File: config.mk
export PLATFORM = sky130hd
export DESIGN_NAME = calc1_port_scheduler
export DESIGN_NICKNAME = d
export VERILOG_FILES = /design/src/rtl/calc1_port_scheduler.sv
export SDC_FILE = /design/constraint.sdc
export NUM_CORES = 1
export LEC_CHECK = 0
export CAP_MARGIN = 20
export CORE_UTILIZATION = 50
export CTS_CLUSTER_SIZE = 8
export DETAILED_ROUTE_END_ITERATION = 10
export PLACE_DENSITY_LB_ADDON = 0.1
export SETUP_SLACK_MARGIN = 0.02
export SLEW_MARGIN = 20
export SYNTH_ARGS = -nofsm -noshare
export SYNTH_HDL_FRONTEND = slang
export SYNTH_SLANG_ARGS = --single-unit
File: constraint.sdc
create_clock -name c_clk -period 24.6 [get_ports c_clk]
set_input_delay 4.92 -clock c_clk [delete_from_list [all_inputs] [get_ports c_clk]]
set_output_delay 4.92 -clock c_clk [all_outputs]
set_load 0.02 [all_outputs]
File: src/rtl/calc1_port_scheduler.sv
// calc1_port_scheduler: captures two-cycle commands from four requesters, dispatches
// them round-robin to one shared calc1 backend and routes tagged responses home.
module calc1_port_scheduler #(
    parameter int DATA_W  = 32,
    parameter int TIMEOUT = 64
) (
    input  logic              c_clk,
    input  logic              reset,
    input  logic [3:0]        req1_cmd_in,
    input  logic [3:0]        req2_cmd_in,
    input  logic [3:0]        req3_cmd_in,
    input  logic [3:0]        req4_cmd_in,
    input  logic [DATA_W-1:0] req1_data_in,
    input  logic [DATA_W-1:0] req2_data_in,
    input  logic [DATA_W-1:0] req3_data_in,
    input  logic [DATA_W-1:0] req4_data_in,
    output logic [1:0]        out_resp1,
    output logic [1:0]        out_resp2,
    output logic [1:0]        out_resp3,
    output logic [1:0]        out_resp4,
    output logic [DATA_W-1:0] out_data1,
    output logic [DATA_W-1:0] out_data2,
    output logic [DATA_W-1:0] out_data3,
    output logic [DATA_W-1:0] out_data4,
    output logic              alu_req_valid,
    input  logic              alu_req_ready,
    output logic [3:0]        alu_cmd,
    output logic [DATA_W-1:0] alu_op1,
    output logic [DATA_W-1:0] alu_op2,
    output logic [1:0]        alu_tag,
    input  logic              alu_rsp_valid,
    input  logic [1:0]        alu_rsp_tag,
    input  logic [1:0]        alu_rsp_code,
    input  logic [DATA_W-1:0] alu_rsp_data
);
    typedef enum logic [1:0] {P_EMPTY = 2'd0, P_GOT_CMD = 2'd1, P_PENDING = 2'd2} port_st_e;
    typedef enum logic [1:0] {S_IDLE = 2'd0, S_ISSUE = 2'd1, S_WAIT = 2'd2} fsm_e;

    localparam logic [7:0] TIMEOUT_C = 8'(TIMEOUT);

    function automatic logic cmd_supported(input logic [3:0] cmd);
        logic ok;
        case (cmd)
            4'd1, 4'd2, 4'd5, 4'd6: ok = 1'b1;
            default:                ok = 1'b0;
        endcase
        return ok;
    endfunction

    logic [3:0]        cmd_in_s  [4];
    logic [DATA_W-1:0] data_in_s [4];

    assign cmd_in_s[0]  = req1_cmd_in;
    assign cmd_in_s[1]  = req2_cmd_in;
    assign cmd_in_s[2]  = req3_cmd_in;
    assign cmd_in_s[3]  = req4_cmd_in;
    assign data_in_s[0] = req1_data_in;
    assign data_in_s[1] = req2_data_in;
    assign data_in_s[2] = req3_data_in;
    assign data_in_s[3] = req4_data_in;

    port_st_e          port_st_q [4];
    port_st_e          port_st_d [4];
    logic [3:0]        buf_cmd_q [4];
    logic [3:0]        buf_cmd_d [4];
    logic [DATA_W-1:0] buf_op1_q [4];
    logic [DATA_W-1:0] buf_op1_d [4];
    logic [DATA_W-1:0] buf_op2_q [4];
    logic [DATA_W-1:0] buf_op2_d [4];
    logic [1:0]        resp_q    [4];
    logic [1:0]        resp_d    [4];
    logic [DATA_W-1:0] data_q    [4];
    logic [DATA_W-1:0] data_d    [4];

    fsm_e              fsm_q, fsm_d;
    logic [1:0]        ptr_q, ptr_d;
    logic [1:0]        tag_q, tag_d;
    logic [7:0]        cnt_q, cnt_d;
    logic              alu_valid_q, alu_valid_d;
    logic [3:0]        alu_cmd_q, alu_cmd_d;
    logic [DATA_W-1:0] alu_op1_q, alu_op1_d;
    logic [DATA_W-1:0] alu_op2_q, alu_op2_d;
    logic [1:0]        alu_tag_q, alu_tag_d;

    logic [3:0]        elig_s;
    logic              gnt_found_s;
    logic [1:0]        gnt_idx_s;

    // A port completing a valid operand-2 cycle competes alongside PENDING ports,
    // so the request can be on the bus the cycle right after operand 2.
    always_comb begin
        elig_s = 4'd0;
        for (int i = 0; i < 4; i++) begin
            elig_s[i] = (port_st_q[i] == P_PENDING) ||
                        ((port_st_q[i] == P_GOT_CMD) && cmd_supported(buf_cmd_q[i]));
        end
    end

    // Round-robin search starting at the pointer.
    always_comb begin
        gnt_found_s = 1'b0;
        gnt_idx_s   = 2'd0;
        for (int k = 0; k < 4; k++) begin
            logic [1:0] idx_v;
            idx_v = ptr_q + 2'(k);
            if (!gnt_found_s && elig_s[idx_v]) begin
                gnt_found_s = 1'b1;
                gnt_idx_s   = idx_v;
            end else begin
                gnt_found_s = gnt_found_s;
            end
        end
    end

    // Port capture, dispatch FSM and response routing.
    always_comb begin
        fsm_d       = fsm_q;
        ptr_d       = ptr_q;
        tag_d       = tag_q;
        cnt_d       = cnt_q;
        alu_valid_d = alu_valid_q;
        alu_cmd_d   = alu_cmd_q;
        alu_op1_d   = alu_op1_q;
        alu_op2_d   = alu_op2_q;
        alu_tag_d   = alu_tag_q;
        for (int i = 0; i < 4; i++) begin
            port_st_d[i] = port_st_q[i];
            buf_cmd_d[i] = buf_cmd_q[i];
            buf_op1_d[i] = buf_op1_q[i];
            buf_op2_d[i] = buf_op2_q[i];
            resp_d[i]    = 2'd0;
            data_d[i]    = {DATA_W{1'b0}};
        end

        for (int i = 0; i < 4; i++) begin
            case (port_st_q[i])
                P_EMPTY: begin
                    if (cmd_in_s[i] != 4'd0) begin
                        port_st_d[i] = P_GOT_CMD;
                        buf_cmd_d[i] = cmd_in_s[i];
                        buf_op1_d[i] = data_in_s[i];
                    end else begin
                        port_st_d[i] = P_EMPTY;
                    end
                end
                P_GOT_CMD: begin
                    buf_op2_d[i] = data_in_s[i];
                    if (cmd_supported(buf_cmd_q[i])) begin
                        port_st_d[i] = P_PENDING;
                    end else begin
                        port_st_d[i] = P_EMPTY;
                        resp_d[i]    = 2'd2;
                    end
                end
                P_PENDING: port_st_d[i] = P_PENDING;
                default:   port_st_d[i] = P_EMPTY;
            endcase
        end

        case (fsm_q)
            S_IDLE: begin
                if (gnt_found_s) begin
                    alu_valid_d = 1'b1;
                    alu_cmd_d   = buf_cmd_q[gnt_idx_s];
                    alu_op1_d   = buf_op1_q[gnt_idx_s];
                    alu_op2_d   = (port_st_q[gnt_idx_s] == P_GOT_CMD) ? data_in_s[gnt_idx_s]
                                                                     : buf_op2_q[gnt_idx_s];
                    alu_tag_d   = gnt_idx_s;
                    tag_d       = gnt_idx_s;
                    ptr_d       = gnt_idx_s + 2'd1;
                    fsm_d       = S_ISSUE;
                end else begin
                    fsm_d = S_IDLE;
                end
            end
            S_ISSUE: begin
                if (alu_req_ready) begin
                    alu_valid_d = 1'b0;
                    cnt_d       = 8'd0;
                    fsm_d       = S_WAIT;
                end else begin
                    fsm_d = S_ISSUE;
                end
            end
            S_WAIT: begin
                if (alu_rsp_valid && (alu_rsp_tag == tag_q)) begin
                    resp_d[tag_q]    = alu_rsp_code;
                    data_d[tag_q]    = alu_rsp_data;
                    port_st_d[tag_q] = P_EMPTY;
                    fsm_d            = S_IDLE;
                end else if (cnt_q >= TIMEOUT_C) begin
                    resp_d[tag_q]    = 2'd3;
                    port_st_d[tag_q] = P_EMPTY;
                    fsm_d            = S_IDLE;
                end else begin
                    cnt_d = cnt_q + 8'd1;
                end
            end
            default: begin
                alu_valid_d = 1'b0;
                fsm_d       = S_IDLE;
            end
        endcase
    end

    // State and output registers.
    always_ff @(posedge c_clk or posedge reset) begin
        if (reset) begin
            fsm_q       <= S_IDLE;
            ptr_q       <= 2'd0;
            tag_q       <= 2'd0;
            cnt_q       <= 8'd0;
            alu_valid_q <= 1'b0;
            alu_cmd_q   <= 4'd0;
            alu_op1_q   <= {DATA_W{1'b0}};
            alu_op2_q   <= {DATA_W{1'b0}};
            alu_tag_q   <= 2'd0;
            for (int i = 0; i < 4; i++) begin
                port_st_q[i] <= P_EMPTY;
                buf_cmd_q[i] <= 4'd0;
                buf_op1_q[i] <= {DATA_W{1'b0}};
                buf_op2_q[i] <= {DATA_W{1'b0}};
                resp_q[i]    <= 2'd0;
                data_q[i]    <= {DATA_W{1'b0}};
            end
        end else begin
            fsm_q       <= fsm_d;
            ptr_q       <= ptr_d;
            tag_q       <= tag_d;
            cnt_q       <= cnt_d;
            alu_valid_q <= alu_valid_d;
            alu_cmd_q   <= alu_cmd_d;
            alu_op1_q   <= alu_op1_d;
            alu_op2_q   <= alu_op2_d;
            alu_tag_q   <= alu_tag_d;
            for (int i = 0; i < 4; i++) begin
                port_st_q[i] <= port_st_d[i];
                buf_cmd_q[i] <= buf_cmd_d[i];
                buf_op1_q[i] <= buf_op1_d[i];
                buf_op2_q[i] <= buf_op2_d[i];
                resp_q[i]    <= resp_d[i];
                data_q[i]    <= data_d[i];
            end
        end
    end

    assign alu_req_valid = alu_valid_q;
    assign alu_cmd       = alu_cmd_q;
    assign alu_op1       = alu_op1_q;
    assign alu_op2       = alu_op2_q;
    assign alu_tag       = alu_tag_q;
    assign out_resp1     = resp_q[0];
    assign out_resp2     = resp_q[1];
    assign out_resp3     = resp_q[2];
    assign out_resp4     = resp_q[3];
    assign out_data1     = data_q[0];
    assign out_data2     = data_q[1];
    assign out_data3     = data_q[2];
    assign out_data4     = data_q[3];
endmodule
==> metrics.txt, run 1 <==
status finished, final reports clean; Max Cap Viol 0; Critical Path Source Type primary input; Core Area 41900 um2; switching part of the total 42.8%; Reg2Reg Setup Slack 20.09 ns; FFs w/ async S/R, synth 100%; Worst Setup SP reset; Row Count 75; Inst Count DP 2856; placed wire-length estimate 38000 um; WS Path Type in2async; Mapped Avg Cell Area 10.4 um2; clk_skew 0.0173 ns; max_slew headroom about a quarter; delay-heaviest family, CP buffers and inverters; hold buffers post-CTS 0; sw power 0.00189 W; Mapped Cells 2042; First DRT Iteration DRCs between 1000 and 1500; Synth Area in Adders 0.0588%; antenna violations before repair 8; global-route wire length before repair 97000 um; Synthesized Nets ~2200; main combinational cell family by area after synthesis simple AND/OR/NAND/NOR gates; Power per Cell Area 161 nW/um2; multi-input logic area 8310 um2; CP most frequent cell buf_4; Post-synth EDFFs 0; sequential fraction of the synthesis area around three fifths; P_int 0.00253 W; Vias/cell 5.69; Worst Tran Pin Value about 1.1 ns; Post-Synth XOR/XNOR Area 0.453%; initial core utilization just over 50%; root buffer cell clkbuf_16; worst skew pair latency 0.58 ns; layout cells sized above 1 13.5%; Fmax 0.140 GHz; final net count 2576; DIE AREA approximately 43000 um2; # H-tree levels 3; number of gates resized after CTS 0; drt first pass iters 8; Buffers on Ports between 300 and 400; final hold violation count 0; vias in the first global route between 15000 and 20000; TritonCTS clock tree built; Die Height 208 um; crit-path cells clkdlybuf4s50_1 -> inv_8 -> buf_4 -> buf_4; FF-to-FF Start port_st_q[7]$_DFF_PP0_; DRT antenna net count 0; min-delay src alu_cmd[0]$_DFFE_PP0P_; Routed WL per cell 21.2 um; Flop pwr share just under 30%; slowest library cell on the worst path buf_4; Crit. End Element async pin; class of the worst hold path reg2reg; Die W ~210 um; # DRC 0; crit-path max FO 126; pin count of the biggest net entering global routing 201; Layout Cells excl Fill around 3000; shortest period the worst path allows just over 7 ns; Setup TNS 0 ns; Total GRT Usage a little under 30%; Filler cells approximately 3300; Area Overhead vs Synth 29.3%; Synthesis Warnings 0; Largest stage delay, worst path 0.82 ns; Finish-stage setup viols 0; Slew Viols, Final 0; count of cell types in the netlist between 40 and 50; RSZ-0062 raised after global routing false; Post-synth top flop dfrtp_1; vias after detailed routing 16700; Clock power frac 19.6%; gpl congestion 0.798; final wirelength 62300 um; GRT overflow 0; post-synthesis mux area share 10.3%; FF+latch count, synth around 500; Final Cycle Share 29.1%; register area 12500 um2; WP data arrival 7.73 ns; Cell Area, Synth 21300 um2; Comb power frac roughly half; Num CTS Buffers 72; Ports a little under 400; Leak 12.4 nW; WP buf/inv 4; postcts setup bufs 0; clk slew on worst S/H paths 0.05 ns; Sinks on Clock Net between 400 and 500; VDD IR max ~190 uV; Req. time, crit path 25.17 ns; Synth Area in Compound Gates 10.3%; CTS max path bufs 3; simple-gate share of the synthesized area 17.4%
-- sequential cells by signal (all words and copies together), names as in the netlist, 2 cells and up --
register,flops
alu_tag,2
fsm_q,2
out_resp2,2
alu_cmd,4
out_data2,32
cnt_q,8
port_st_q,8
alu_op2,32
buf_cmd_q,16
buf_op2_q,128
out_data4,32
alu_op1,32
out_resp3,2
ptr_q,2
out_resp4,2
out_resp1,2
buf_op1_q,128
out_data3,32
out_data1,32
-- layout by cell type (no fill, tap or decap), types with 48 or more instances in the layout --
| master | count |
|---|---|
| a221o_1 | 64 |
| nand2_1 | 495 |
| o21ai_0 | 62 |
| and2_1 | 130 |
| dfrtp_1 | 499 |
| clkdlybuf4s50_1 | 390 |
| a21oi_1 | 133 |
| clkbuf_16 | 75 |
| nor2_1 | 156 |
| mux2_2 | 192 |
| nand3_1 | 48 |
-- area by class of cell --
| type | instances | share of cell area (%) |
|---|---|---|
| repair buffers | 412 | 14.9 |
| multi-input cells | 1399 | 30.2 |
| clock inverters | 4 | 0.123 |
| well taps | 539 | 2.45 |
| diodes | 4 | 0.0364 |
| flip-flops and latches | 499 | 45.4 |
| inverters | 7 | 0.123 |
| clock buffers | 75 | 6.82 |
-- kinds of logic (layout without fill, tap and decap cells) --
group,after synthesis,after routing
and+or+nand+nor,862,862
DFF,499,499
AOI/OAI and AO/OA,331,331
muxes,194,194
buffers and inverters,144,498
xor gates and xnor gates,11,11
adders and majority gates,1,1
other,0,4
-- synth_stat cells (8+ instances only) --
| cell | count | area (um2) |
|---|---|---|
| dfrtp_1 | 499 | 12500 |
| nand2_1 | 495 | 1860 |
| mux2_2 | 192 | 2160 |
| nor2_1 | 157 | 589 |
| a21oi_1 | 133 | 666 |
| and2_1 | 130 | 813 |
| clkbuf_1 | 94 | 353 |
| a221o_1 | 64 | 641 |
| o21ai_0 | 62 | 310 |
| nand3_1 | 48 | 240 |
| a31oi_1 | 35 | 219 |
| buf_2 | 30 | 150 |
| nand2b_1 | 11 | 68.8 |
| o21ai_1 | 10 | 50.1 |
| nor2b_1 | 8 | 50.1 |
| xnor2_1 | 8 | 70.1 |
-- metrics by stage --
| stage | util [%] | hold slack [ns] | cell area, um2 | setup WS [ns] | power, W |
|---|---|---|---|---|---|
| 6_report | 65.6 | 0.472 | 27500 | 17.44 | 0.00443 |
| 4_1_cts | 65.6 | 0.474 | 27500 | 17.33 | 0.00443 |
| 2_1_floorplan | - | 0.444 | 21300 | 5.75 | 0.00287 |
| 3_5_place_dp | 61.0 | 0.462 | 25600 | 16.74 | 0.00355 |
| 3_3_place_gp | 61.0 | 0.458 | 25600 | 16.77 | 0.00349 |
| 5_1_grt | 65.6 | 0.486 | 27500 | 17.02 | 0.00471 |
-- path summary, 6_finish.rpt --
path | end | depth (start not counted)
max | buf_op2_q[111]$_DFFE_PP0P_ | 4
min | alu_cmd[0]$_DFFE_PP0P_ | 2
max reg2reg | alu_op2[17]$_DFFE_PP0P_ | 9
min reg2reg | alu_cmd[0]$_DFFE_PP0P_ | 2
max in group c_clk | buf_op1_q[112]$_DFFE_PP0P_ | 4
min in group asynchronous | out_data4[8]$_DFF_PP0_ | 2
-- metal layers --
| layer | global-route usage [%] | routed length (um) |
|---|---|---|
| met2 | 47.6 | 30500 |
| met1 | 37.8 | 25900 |
| met5 | 0 | 56 |
| met3 | 5.69 | 4280 |
| met4 | 10.8 | 1610 |
-- worst min-delay path, stage by stage (launching register included) --
cell     delay, ns
dfrtp_1       0.34
nand2_1       0.05
nand2_1       0.05
-- power groups by stage --
stage | combinational [W] | sequential, W | clock, W
after floorplan | 0.00152 | 0.00135 | 0
after global placement | 0.00218 | 0.00131 | 0
after detailed placement | 0.00222 | 0.00133 | 0
after CTS | 0.00223 | 0.00132 | 0.000881
after global routing | 0.00243 | 0.00136 | 0.000918
final | 0.00224 | 0.00132 | 0.000866
(Power assumes the default switching activity.)
==> inputs of run 2 (changes only) <==
- CORE_UTILIZATION: 50 -> 48
- clock period: 24.6 -> 6.2 ns (I/O delays scaled with it)
==> run 2 against run 1 <==
Compared with the run above:
- utilization down 2.1 points
- non-clock buffer count up 4
- global-route usage down 1.1 points
- critical path depth up 4
- clock-buffer cell count down 2
- register-to-register slack worse by 18 ns
- routed wire length down 0.30%
- hold slack better by 0.0011 ns
- sequential cell count unchanged
- die area up 4.1%
- sequential power rose to 4.0 times the previous value
- critical endpoint is now alu_op2[16]$_DFFE_PP0P_
- largest cell class unchanged
- largest power group unchanged
- highest routed layer unchanged
==> metrics.txt, run 2 (synthesized netlist as in run 1, its figures left out) <==
Core Area 43400 um2 (was 41900 um2); layout cells sized above 1 13.4% (was 13.5%); Worst Tran Pin Value 1.14 ns (was 1.13 ns); clk slew on worst S/H paths 0.05 ns (about the same); DP Area 25700 um2 (was 25600 um2); leading cell type in the layout, fill and taps excluded dfrtp_1 (unchanged); gpl congestion 0.821 (was 0.798); VDD IR max 904 uV (was 185 uV); initial core utilization 49.1% (was 50.8%); # H-tree levels 3 (unchanged); vias in the first global route 16700 (was 17000); Ports 391 (unchanged); Fmax 0.230 GHz; final net count 2580 (was 2576); crit-path max FO 55 (was 126); final wirelength 62100 um (was 62300 um); Non-Filler Cell Area, Final 27500 um2 (about the same); root buffer cell clkbuf_16 (unchanged); Finish-stage setup viols 0 (unchanged); antenna violations before repair 5 (was 8); Num CTS Buffers 72 (unchanged); Die Height 213 um (was 208 um); class of the worst hold path reg2reg (unchanged); Power per Cell Area 630 nW/um2 (was 161 nW/um2); pin count of the biggest net entering global routing 201 (unchanged); Req. time, crit path 6.60 ns (was 25.17 ns); final hold violation count 0 (unchanged); Leak 12.4 nW (about the same); Sinks on Clock Net 499 (unchanged); Row Count 76 (was 75); drt first pass iters 7 (was 8); CTS max path bufs 3 (unchanged); DIE AREA 45200 um2 (was 43400 um2); WS Path Type reg2reg (was in2async); final core occ 63.5% (was 65.6%); GRT overflow 0 (unchanged); vias after detailed routing 16600 (was 16700); Area Overhead vs Synth 29.4% (was 29.3%); hold path depth 2 (unchanged); placed wire-length estimate 39600 um (was 38000 um); FF-to-FF Start port_st_q[7]$_DFF_PP0_ (unchanged); First DRT Iteration DRCs 1274 (was 1221); TritonCTS clock tree built (unchanged); # DRC 0 (unchanged); Largest stage delay, worst path 0.90 ns (was 0.82 ns); R2R Path End alu_op2[16]$_DFFE_PP0P_ (was alu_op2[17]$_DFFE_PP0P_); shortest period the worst path allows approximately 4.3 ns; worst skew pair latency 0.58 ns (about the same); status finished, final reports clean (unchanged); delay-heaviest family, CP compound AO/OA/AOI/OAI gates (was buffers and inverters); most frequent cells in the layout 499 x dfrtp_1, 495 x nand2_1, 390 x clkdlybuf4s50_1 (unchanged); top flop regs buf_op1_q (128), buf_op2_q (128) (unchanged); Total GRT Usage 27.8% (was 28.9%); Final Cycle Share a little over two thirds; WP data arrival 4.74 ns (was 7.73 ns); min-delay src buf_op2_q[102]$_DFFE_PP0P_ (was alu_cmd[0]$_DFFE_PP0P_); hold buffers post-CTS 0 (unchanged); Stages on worst setup path 8 (was 4); crit-path cells nand2b_2 -> o31ai_2 -> a21oi_1 -> o22ai_4 -> buf_4 -> a22o_2 -> a221o_1 -> a31oi_1 (was clkdlybuf4s50_1 -> inv_8 -> buf_4 -> buf_4); Slew Viols, Final 0 (unchanged); WP buf/inv 1 (was 4); number of gates resized after CTS 0 (unchanged); r2r worst-path depth 8 (was 9); postcts setup bufs 0 (unchanged); DRT antenna net count 0 (unchanged); Vias/cell 5.55 (was 5.69); RSZ-0062 raised after global routing false (unchanged); max_slew headroom 24.0% (was 24.9%); Buffers on Ports 390 (unchanged); global-route wire length before repair 96000 um (was 97000 um); Routed WL per cell 20.8 um (was 21.2 um); Critical Path Source Type register (was primary input); Crit. End Element register (was async pin); Hold Crit Endpoint buf_op2_q[102]$_DFFE_PP0P_ (was alu_cmd[0]$_DFFE_PP0P_); clk_skew 0.0165 ns (was 0.0173 ns); Reg2Reg Setup Slack 1.86 ns (was 20.09 ns); Die W 213 um (was 208 um); Max Cap Viol 0 (unchanged); slowest library cell on the worst path a22o_2 (was buf_4)
run 2: worst max path at each step:
stage	to	from
floorplan	alu_cmd[0]$_DFFE_PP0P_	reset
CTS	alu_op2[16]$_DFFE_PP0P_	port_st_q[7]$_DFF_PP0_
global route	alu_op2[16]$_DFFE_PP0P_	port_st_q[7]$_DFF_PP0_
detailed placement	alu_op2[16]$_DFFE_PP0P_	port_st_q[7]$_DFF_PP0_
finish	alu_op2[16]$_DFFE_PP0P_	port_st_q[7]$_DFF_PP0_
global placement	alu_op2[9]$_DFFE_PP0P_	port_st_q[7]$_DFF_PP0_
run 2: where the power goes:
part	switching, W	internal [W]
Sequential	0.000726	0.00452
Clock	0.00130	0.00205
Combinational	0.00534	0.00341
Total	0.00737	0.00998
run 2: final cells by class:
| type | instances | area [um2] |
|---|---|---|
| tap | 585 | 732 |
| clock inverter | 1 | 7.51 |
| multi-input combinational | 1399 | 8310 |
| clock buffer | 73 | 1830 |
| sequential | 499 | 12500 |
| timing repair buffer | 416 | 4150 |
| antenna | 1 | 2.50 |
| inverter | 7 | 30.0 |
| fill | 3490 | 15800 |
run 2: metal layers:
layer / global-route usage (%) / part of all wire, %
met1: 36.8 / 43
met4: 10.2 / 2.8
met5: 0 / 0.087
met3: 5.76 / 7.3
met2: 45.0 / 47
run 2: through the flow:
step           power [W]  setup slack, ns  hold WS (ns)  setup TNS, ns  instances
2_1_floorplan     0.0114            -1.81         0.444        -903.43       2042
3_3_place_gp      0.0137             2.00         0.459              0       2906
3_5_place_dp      0.0140             1.86         0.463              0       2906
4_1_cts           0.0174             1.86         0.475              0       2980
5_1_grt           0.0185             1.68         0.487              0       2981
6_report          0.0173             1.86         0.473              0       2981
run 2: worst min-delay path, cell delays in order (launching register included):
cell and delay, ns:
dfrtp_1 0.34, nand2_1 0.05, nand2_1 0.05
==> inputs of run 3 (changes only) <==
- clock period: 6.2 -> 3.6 ns (I/O delays scaled with it)
==> run 3 against run 2 <==
Compared with the run above:
- worst setup slack got worse by 1.6 ns
- highest routed layer unchanged
- via count rose by 1.2%
- largest power group unchanged
- non-clock buffer count rose by 12
==> metrics.txt, run 3 (synthesized netlist as in run 1, its figures left out) <==
status finished, final reports clean (unchanged); initial core utilization 49.1% (unchanged); Num CTS Buffers 72 (unchanged); Non-Filler Cell Area, Final 27800 um2 (was 27500 um2); max_slew headroom 27.8% (was 24.0%); switching part of the total 42.7% (was 42.5%); DIE AREA 45200 um2 (unchanged); final wirelength 62900 um (was 62100 um); Core Area 43400 um2 (unchanged); Area Overhead vs Synth 30.6% (was 29.4%); TritonCTS clock tree built (unchanged); crit-path max FO 32 (was 55); Final WS setup 0.283 ns (was 1.86 ns); root buffer cell clkbuf_16 (unchanged); CTS max path bufs 3 (unchanged); Max Cap Viol 0 (unchanged); leading cell type in the layout, fill and taps excluded dfrtp_1 (unchanged); Worst Tran Pin Value 1.08 ns (was 1.14 ns); worst skew pair latency 0.59 ns (was 0.58 ns); top flop regs buf_op1_q (128), buf_op2_q (128) (unchanged); Ports 391 (unchanged); Finish-stage setup viols 0 (unchanged); Power Total 0.0304 W (was 0.0173 W); placed wire-length estimate 39200 um (was 39600 um); Slew Viols, Final 0 (unchanged); vias after detailed routing 16800 (was 16600); DP Area 25900 um2 (was 25700 um2); WP buf/inv 0 (was 1); Leak 12.5 nW (was 12.4 nW); class of the worst hold path reg2reg (unchanged); postcts setup bufs 0 (unchanged); RSZ-0062 raised after global routing false (unchanged); number of gates resized after CTS 0 (unchanged); Row Count 76 (unchanged); WP data arrival 3.74 ns (was 4.74 ns); Routed WL per cell 21.0 um (was 20.8 um); Die Height 213 um (unchanged); WS Path Type reg2reg (unchanged); clk_skew 0.0166 ns (was 0.0165 ns); gpl congestion 0.840 (was 0.821); Final Cycle Share 92.2% (was 70.1%); crit-path cells nand2b_2 -> o31a_1 -> o221ai_2 -> a21o_4 -> mux2i_1 -> a22o_2 -> a221o_1 -> a31oi_1 (was nand2b_2 -> o31ai_2 -> a21oi_1 -> o22ai_4 -> buf_4 -> a22o_2 -> a221o_1 -> a31oi_1); GRT overflow 0 (unchanged); Setup TNS 0 ns (unchanged); most frequent cells in the layout 499 x dfrtp_1, 495 x nand2_1, 390 x clkdlybuf4s50_1 (unchanged); Clock power frac 19.3% (about the same); pin count of the biggest net entering global routing 201 (unchanged); drt first pass iters 6 (was 7); clk slew on worst S/H paths 0.05 ns (about the same); Comb power frac 51.0% (was 50.4%); VDD IR max 1500 uV (was 904 uV); Largest stage delay, worst path 0.91 ns (was 0.90 ns); delay-heaviest family, CP compound AO/OA/AOI/OAI gates (unchanged); Critical Path Source Type register (unchanged); hold buffers post-CTS 0 (unchanged); Total GRT Usage 28.2% (was 27.8%); Buffers on Ports 390 (unchanged); final net count 2592 (was 2580); slowest library cell on the worst path a22o_2 (unchanged); DRT antenna net count 0 (unchanged); final hold violation count 0 (unchanged); # H-tree levels 3 (unchanged); global-route wire length before repair 96800 um (was 96000 um); Crit. End Element register (unchanged); Sinks on Clock Net 499 (unchanged); Req. time, crit path 4.02 ns (was 6.60 ns); layout cells sized above 1 14.0% (was 13.4%); Min Hold Slack 0.471 ns (was 0.473 ns); P_int 0.0174 W (was 0.00998 W); Filler cells 3538 (was 3490); Fmax 0.301 GHz (was 0.230 GHz); Setup WS pre-CTS 0.312 ns (was 1.86 ns); # DRC 0 (unchanged); shortest period the worst path allows 3.32 ns (was 4.34 ns); Die W 213 um (unchanged); sw power 0.0130 W (was 0.00737 W); antenna violations before repair 5 (unchanged); Vias/cell 5.59 (was 5.55); Flop pwr share 29.7% (was 30.3%); Power per Cell Area 1090 nW/um2 (was 630 nW/um2); First DRT Iteration DRCs 1220 (was 1274); vias in the first global route 16500 (was 16700)
==> run 3: layout make-up <==
type | count | area, um2 | share of cell area [%]
antenna | 1 | 2.50 | 0.00900
clock buffer | 72 | 1800 | 6.48
clock inverter | 8 | 91.3 | 0.329
inverter | 7 | 30.0 | 0.108
multi-input combinational | 1399 | 8310 | 29.9
sequential | 499 | 12500 | 44.9
tap | 585 | 732 | 2.63
timing repair buffer | 428 | 4350 | 15.7
==> run 3: metrics by stage <==
stage / std cells / utilization, %
after detailed placement: 2918 / 59.7
after floorplan: 2042 / -
after global placement: 2918 / 59.7
after global routing: 2999 / 64.1
final: 2999 / 64.1
after CTS: 2998 / 64.1
==> run 3: power by group through the flow <==
stage               Combinational [W]  Clock, W  Sequential (W)
floorplan                      0.0104         0         0.00926
global placement               0.0151         0         0.00898
detailed placement             0.0154         0         0.00907
CTS                            0.0155   0.00599         0.00901
global route                   0.0169   0.00623         0.00927
finish                         0.0155   0.00587         0.00901
==> run 3: path summary, 6_finish.rpt <==
| kind | to | slack (ns) | start | cells past startpoint |
|---|---|---|---|---|
| max | alu_op2[22]$_DFFE_PP0P_ | 0.28 | port_st_q[7]$_DFF_PP0_ | 8 |
| min | alu_cmd[3]$_DFFE_PP0P_ | 0.47 | alu_cmd[3]$_DFFE_PP0P_ | 2 |
| max reg2reg | alu_op2[22]$_DFFE_PP0P_ | 0.28 | port_st_q[7]$_DFF_PP0_ | 8 |
| min reg2reg | alu_cmd[3]$_DFFE_PP0P_ | 0.47 | alu_cmd[3]$_DFFE_PP0P_ | 2 |
| max in group asynchronous | buf_op1_q[51]$_DFFE_PP0P_ | 2.06 | reset | 3 |
| min in group asynchronous | alu_op1[0]$_DFFE_PP0P_ | 0.49 | reset | 2 |
==> run 3: routing by layer <==
layer	GRT usage, %	vias to the layer above	routed length (um)
met5	0	-	57
li1	-	7590	-
met1	37.8	8389	26500
met4	8.46	8	1250
met3	6.26	108	4950
met2	45.7	663	30100
==> run 3: worst min-delay path: cells and delay by family (launching register included) <==
family / cells / cell delay [ns]
DFF: 1 / 0.33
and+or+nand+nor: 2 / 0.10
